$ cat src/rtl/fifo_ptr_pkg.sv
// -----------------------------------------------------------------------------
// fifo_ptr_pkg
// Pointer helpers shared by the read-side and write-side controls of the
// asynchronous FIFO.
//   ADDR_W_DEFAULT : default RAM address width (FIFO depth = 2**ADDR_W).
//   bin2gray()     : binary to reflected Gray code.
//   gray2bin()     : reflected Gray code to binary.
// The functions work on a 32-bit container. Callers zero-extend narrower
// pointers on the way in and truncate the result on the way out. Zero
// upper bits stay zero in both directions, so one pair of functions covers
// every pointer width.
// -----------------------------------------------------------------------------
package fifo_ptr_pkg;

  localparam int ADDR_W_DEFAULT = 3;

  function automatic logic [31:0] bin2gray(input logic [31:0] bin);
    return bin ^ (bin >> 1);
  endfunction

  function automatic logic [31:0] gray2bin(input logic [31:0] gray);
    logic [31:0] bin;
    // Each binary bit is the XOR of all Gray bits from the MSB down to that bit.
    bin[31] = gray[31];
    for (int i = 30; i >= 0; i--) begin
      bin[i] = bin[i+1] ^ gray[i];
    end
    return bin;
  endfunction

endpackage

$ cat src/rtl/sync_w2r.sv
// -----------------------------------------------------------------------------
// sync_w2r
// Multi-flop synchroniser for a Gray-coded pointer that crosses into the
// clk domain. The write side uses the same module, mirrored, as sync_r2w.
//   clk   : destination-domain clock
//   reset : asynchronous, active-high; clears every stage to 0
//   d     : pointer from the source domain (asynchronous to clk)
//   q     : pointer after STAGES flops
// Only one bit of a Gray pointer changes per step, so a flop that resolves
// the wrong way still yields either the old value or the new value.
// STAGES must be at least 2.
// -----------------------------------------------------------------------------
module sync_w2r #(
  parameter int WIDTH  = 4,
  parameter int STAGES = 2
) (
  input  logic             clk,
  input  logic             reset,
  input  logic [WIDTH-1:0] d,
  output logic [WIDTH-1:0] q
);

  logic [STAGES-1:0][WIDTH-1:0] chain;

  // NOTE: sequential state uses non-blocking (<=) so that every stage samples
  // the value its neighbour held before the edge. With blocking assignments,
  // d would fall through the whole chain in a single cycle.
  // NOTE: this is a shift chain, not a RAM, so every stage is reset. The
  // empty flag must not see stale pointer bits after a reset.
  always_ff @(posedge clk or posedge reset) begin
    if (reset) begin
      chain <= '0;
    end else begin
      chain <= {chain[STAGES-2:0], d};
    end
  end

  assign q = chain[STAGES-1];

endmodule

$ cat src/rtl/read_control_param.sv
// -----------------------------------------------------------------------------
// read_control_param
// Read-side pointer and flag controller for the asynchronous FIFO. Runs
// entirely in the rd_clk domain, between the RAM read port and the consumer.
//   rd_clk      : read-domain clock
//   reset       : asynchronous, active-high
//   rd_en       : consumer read request
//   wr_ptr_gray : Gray write pointer from the write domain (unsynchronised)
//   rd_addr     : RAM read address (low ADDR_W bits of rd_ptr_bin)
//   rd_ptr_bin  : binary read pointer; MSB is the wrap bit
//   rd_ptr_gray : registered Gray read pointer, exported to the write domain
//   f_empty     : FIFO empty (registered)
//   f_aempty    : occupancy <= AEMPTY_THRESH (registered)
//   rd_count    : occupancy seen from the read side, 0..2**ADDR_W
//   rd_valid    : one cycle after an accepted read (RAM data valid)
//   underflow   : one-cycle pulse for a read rejected because the FIFO is empty
// The write pointer becomes visible SYNC_STAGES+1 edges after it changes.
// This makes the flags pessimistic: empty may persist for a few cycles too
// long, but it never deasserts falsely.
// -----------------------------------------------------------------------------
module read_control_param
  import fifo_ptr_pkg::*;
#(
  parameter int ADDR_W        = ADDR_W_DEFAULT,
  parameter int SYNC_STAGES   = 2,
  parameter int AEMPTY_THRESH = 1
) (
  input  logic              rd_clk,
  input  logic              reset,
  input  logic              rd_en,
  input  logic [ADDR_W:0]   wr_ptr_gray,
  output logic [ADDR_W-1:0] rd_addr,
  output logic [ADDR_W:0]   rd_ptr_bin,
  output logic [ADDR_W:0]   rd_ptr_gray,
  output logic              f_empty,
  output logic              f_aempty,
  output logic [ADDR_W:0]   rd_count,
  output logic              rd_valid,
  output logic              underflow
);

  localparam int PTR_W = ADDR_W + 1;
  localparam logic [PTR_W-1:0] AEMPTY_LIMIT = PTR_W'(AEMPTY_THRESH);

  logic [PTR_W-1:0] wq_gray;
  logic [PTR_W-1:0] wq_bin;
  logic             accept;
  logic [PTR_W-1:0] rd_bin_next;
  logic [PTR_W-1:0] rd_gray_next;
  logic [PTR_W-1:0] occupancy_next;

  sync_w2r #(
    .WIDTH  (PTR_W),
    .STAGES (SYNC_STAGES)
  ) u_sync_w2r (
    .clk   (rd_clk),
    .reset (reset),
    .d     (wr_ptr_gray),
    .q     (wq_gray)
  );

  // NOTE: every signal assigned in this block gets a value on every pass.
  // That keeps the block purely combinational, so no latch is inferred.
  always_comb begin
    accept         = rd_en & ~f_empty;
    rd_bin_next    = rd_ptr_bin + PTR_W'(accept);
    rd_gray_next   = PTR_W'(bin2gray(32'(rd_bin_next)));
    wq_bin         = PTR_W'(gray2bin(32'(wq_gray)));
    // Modulo-2**PTR_W difference. The wrap bit lets a full FIFO
    // (2**ADDR_W entries) be told apart from an empty one.
    occupancy_next = wq_bin - rd_bin_next;
  end

  always_ff @(posedge rd_clk or posedge reset) begin
    if (reset) begin
      rd_ptr_bin  <= '0;
      rd_ptr_gray <= '0;
      f_empty     <= 1'b1;
      f_aempty    <= 1'b1;
      rd_count    <= '0;
      rd_valid    <= 1'b0;
      underflow   <= 1'b0;
    end else begin
      rd_ptr_bin  <= rd_bin_next;
      rd_ptr_gray <= rd_gray_next;
      f_empty     <= (rd_gray_next == wq_gray);
      f_aempty    <= (occupancy_next <= AEMPTY_LIMIT);
      rd_count    <= occupancy_next;
      rd_valid    <= accept;
      // A rejected read leaves the pointers alone: accept is 0 in that case.
      underflow   <= rd_en & f_empty;
    end
  end

  assign rd_addr = rd_ptr_bin[ADDR_W-1:0];

endmodule

$ cat config.mk
export PLATFORM = sky130hd
export DESIGN_NAME = read_control_param
export DESIGN_NICKNAME = d
export VERILOG_FILES = /design/src/rtl/fifo_ptr_pkg.sv /design/src/rtl/sync_w2r.sv /design/src/rtl/read_control_param.sv
export SDC_FILE = /design/constraint.sdc
export NUM_CORES = 1
export LEC_CHECK = 0
export BUFFER_PORTS_ARGS = -buffer_cell sky130_fd_sc_hd__clkbuf_2
export CORE_ASPECT_RATIO = 0.75
export CORE_MARGIN = 3
export CORE_UTILIZATION = 54
export CTS_CLUSTER_DIAMETER = 200
export CTS_CLUSTER_SIZE = 25
export DETAILED_ROUTE_END_ITERATION = 8
export GPL_TIMING_DRIVEN = 0
export HOLD_SLACK_MARGIN = 0.06
export PLACE_DENSITY = 0.86
export SLEW_MARGIN = 10
export SYNTH_ARGS = -nofsm -noshare
export SYNTH_HDL_FRONTEND = slang
export SYNTH_HIERARCHICAL = 1
export SYNTH_SLANG_ARGS = --single-unit
$ cat constraint.sdc
create_clock -name rd_clk -period 7.73 [get_ports rd_clk]
set_input_delay 1.1595 -clock rd_clk [delete_from_list [all_inputs] [get_ports rd_clk]]
set_output_delay 1.1595 -clock rd_clk [all_outputs]
set_load 0.02 [all_outputs]
==> flow_summary.toml <==
[die]
io_pins = 26
dieHeight_um = 43.3
initial_core_util = 0.624
dieWidth_um = 55.7
dieArea_um2 = 2410
placementRows = 12
fp.coreArea_um2 = 1610

[routing]
drcViolationCount = 0
num_vias = 588
drt_iter0_drc = 5
ant_nets = 0
drt-wirelength-per-cell_um = 12.2
drt_first_pass_iters = 2
drt_wl_total_um = 1490
drt-vias-per-instance = 4.82

[synth]
synth_cells = 72
synth_area_um2 = 1000
ys_warn_count = 6
synth_seq_cells = 23
synth.net_count = 84
synth_cell_type_count = 20
syn_avg_cell_area_um2 = 13.9
seq_area_frac_synth = 0.577

[placement]
io_buffers = 25
placed_area_um2 = 1150
dp_hpwl_um = 1230
place_congestion = 0.709
place_ws_ps = 4250

[grt]
grt_usage = 0.154
grt_pass1_vias = 639
grt_pass1_wl_um = 2760
grt_overflow = 0
antenna_found_initial = 0
grt_max_degree = 16

[worst_setup_path]
cp_common_cell = "ha_1"
worstSetupPathType = "input pin to flip-flop"
critical_path.max_stage_delay_ps = 470
required_ps = 7980
startpoint = "rd_en"
endpoint_kind = "flip-flop"
critPathMaxFanout = 4
crit_arrival_ps = 3400
cp_cell_sequence = "clkbuf_2 -> nor2b_1 -> ha_1 -> ha_1 -> xor2_1 -> inv_1 -> ha_1 -> or3b_2 -> o311ai_4 -> xnor2_1 -> nor3_2"
slowest_stage = "or3b_2"
r2r-start = "f_empty"
start_kind = "input pin"

[sta]
setup_viol_count_final = 0
finalMaxSlewViolations = 0
post-route-period-util = 0.408
max_freq_mhz = 317
final.setup.tns_ps = 0
fin_ws_ps = 4570
min_period_ps = 3160
relSlewSlack = 0.624
rsz0062_at_grt = "no"
report.final.hold_viol_count = 0
clock_skew_ps = 3.87
worst_pin_slew_ps = 563

[clock_network]
clkTransAtPathRegs_ps = 120
postCtsHoldBufs = 0
htreeDepth = 1
clockBufferDepth = 2
worstSkewPairLatency_ps = 310
postCtsSetupBuffers = 0
cts_tree = "yes"
cts_sinks = 23
clockRootBuffer = "clkbuf_4"
numCtsBuffers = 3
post_cts_resized = 0

[worst_hold_path]
hold_path_class = "flip-flop to flip-flop"
hold_path.startpoint = "u_sync_w2r/chain[1]"

[cells_and_area]
layout_commonest_cell = "clkbuf_2"
diodes = 0
drive_gt1_frac = 0.426
syn2layout_area_growth_pct = 17.9
seq_area_um2 = 578
multiInputGateArea_um2 = 334
n_fill_cell = 119
design_area_um2 = 1180
layout_common_cells = "25 x clkbuf_2, 21 x dfrtp_1, 9 x xor2_1"
finalNetCount = 114

[pwr]
vdd_drop_max_v = 0.000281
leakage_nw = 0.612
powerDensity_nw_per_um2 = 465

[flow_run]
max_cap_violations = 0

[status]
status = "complete, no violations"
## kinds of logic after synthesis
| group | Yosys count | share of synthesized area |
|---|---|---|
| xor gates and xnor gates | 16 | 0.169 |
| DFF | 23 | 0.577 |
| buffers and inverters | 16 | 0.0899 |
| adders and majority gates | 5 | 0.0624 |
| and+or+nand+nor | 8 | 0.0537 |
| AOI/OAI and AO/OA | 4 | 0.0487 |
## per-stage QoR
stage,total power [W],util,hold slack [ps],instances
3_5_place_dp,0.000504,0.718,337,118
2_1_floorplan,0.000424,-,331,72
5_1_grt,0.000595,0.735,383,122
4_1_cts,0.000557,0.735,365,122
6_report,0.000549,0.735,362,122
3_3_place_gp,0.000490,0.718,331,118
## worst max-delay path, delay by kind of cell
family / cells / cell delay, ps
fa+ha+maj: 3 / 720
compound gates: 1 / 100
buf+inv: 2 / 170
xor+xnor: 2 / 550
simple gates: 3 / 690
## metal layers
layer	track usage	part of all wire
met1	0.156	0.37
met2	0.285	0.54
met3	0.0669	0.072
met4	0.0534	0.014
met5	0	0
## synth_stat cells
| cell | count | share of area |
|---|---|---|
| or3b_2 | 1 | 0.0087 |
| and2_1 | 2 | 0.012 |
| o21bai_1 | 1 | 0.0075 |
| ha_1 | 5 | 0.062 |
| nor3_2 | 1 | 0.010 |
| inv_1 | 7 | 0.026 |
| a211oi_1 | 1 | 0.0075 |
| or3_1 | 1 | 0.0062 |
| xnor3_2 | 1 | 0.024 |
| nor2b_1 | 1 | 0.0062 |
| xnor3_1 | 1 | 0.022 |
| o311ai_4 | 1 | 0.026 |
| a21boi_0 | 1 | 0.0075 |
| clkbuf_1 | 1 | 0.0037 |
| dfstp_2 | 2 | 0.052 |
| xor2_1 | 9 | 0.079 |
| xnor2_1 | 5 | 0.044 |
| buf_4 | 8 | 0.060 |
| nand3_1 | 2 | 0.010 |
| dfrtp_1 | 21 | 0.52 |
## sequential cells by signal (all words and copies together) (netlist names)
name,count
u_sync_w2r/q,4
rd_ptr_bin,4
underflow,1
f_empty,1
rd_ptr_gray,3
rd_count,4
rd_valid,1
u_sync_w2r/chain,4
f_aempty,1
## report_power, final
part | switching [W] | internal, W
combinational | 0.000180 | 0.000133
clock | 0.0000334 | 0.0000193
sequential | 0.0000202 | 0.000163
total | 0.000233 | 0.000315
## path summary, 6_finish.rpt
path / cells past startpoint / to / slack, ps
setup / recovery: 11 / f_aempty / 4570
hold / removal: 0 / u_sync_w2r/q[1] / 360
setup reg to reg: 10 / f_aempty / 5050
hold reg to reg: 0 / u_sync_w2r/q[1] / 360
max in group asynchronous: 2 / f_empty / 6480
min in group asynchronous: 2 / u_sync_w2r/q[2] / 750
## area by class of cell
type,count,area share
repair buffers,25,0.106
flip-flops and latches,23,0.489
inverters,7,0.0222
multi-input cells,33,0.283
clock inverters,1,0.00424
well taps,21,0.0222
plain buffers,9,0.0540
clock buffers,3,0.0191
Note: power is estimated with default switching activity, not from simulation.
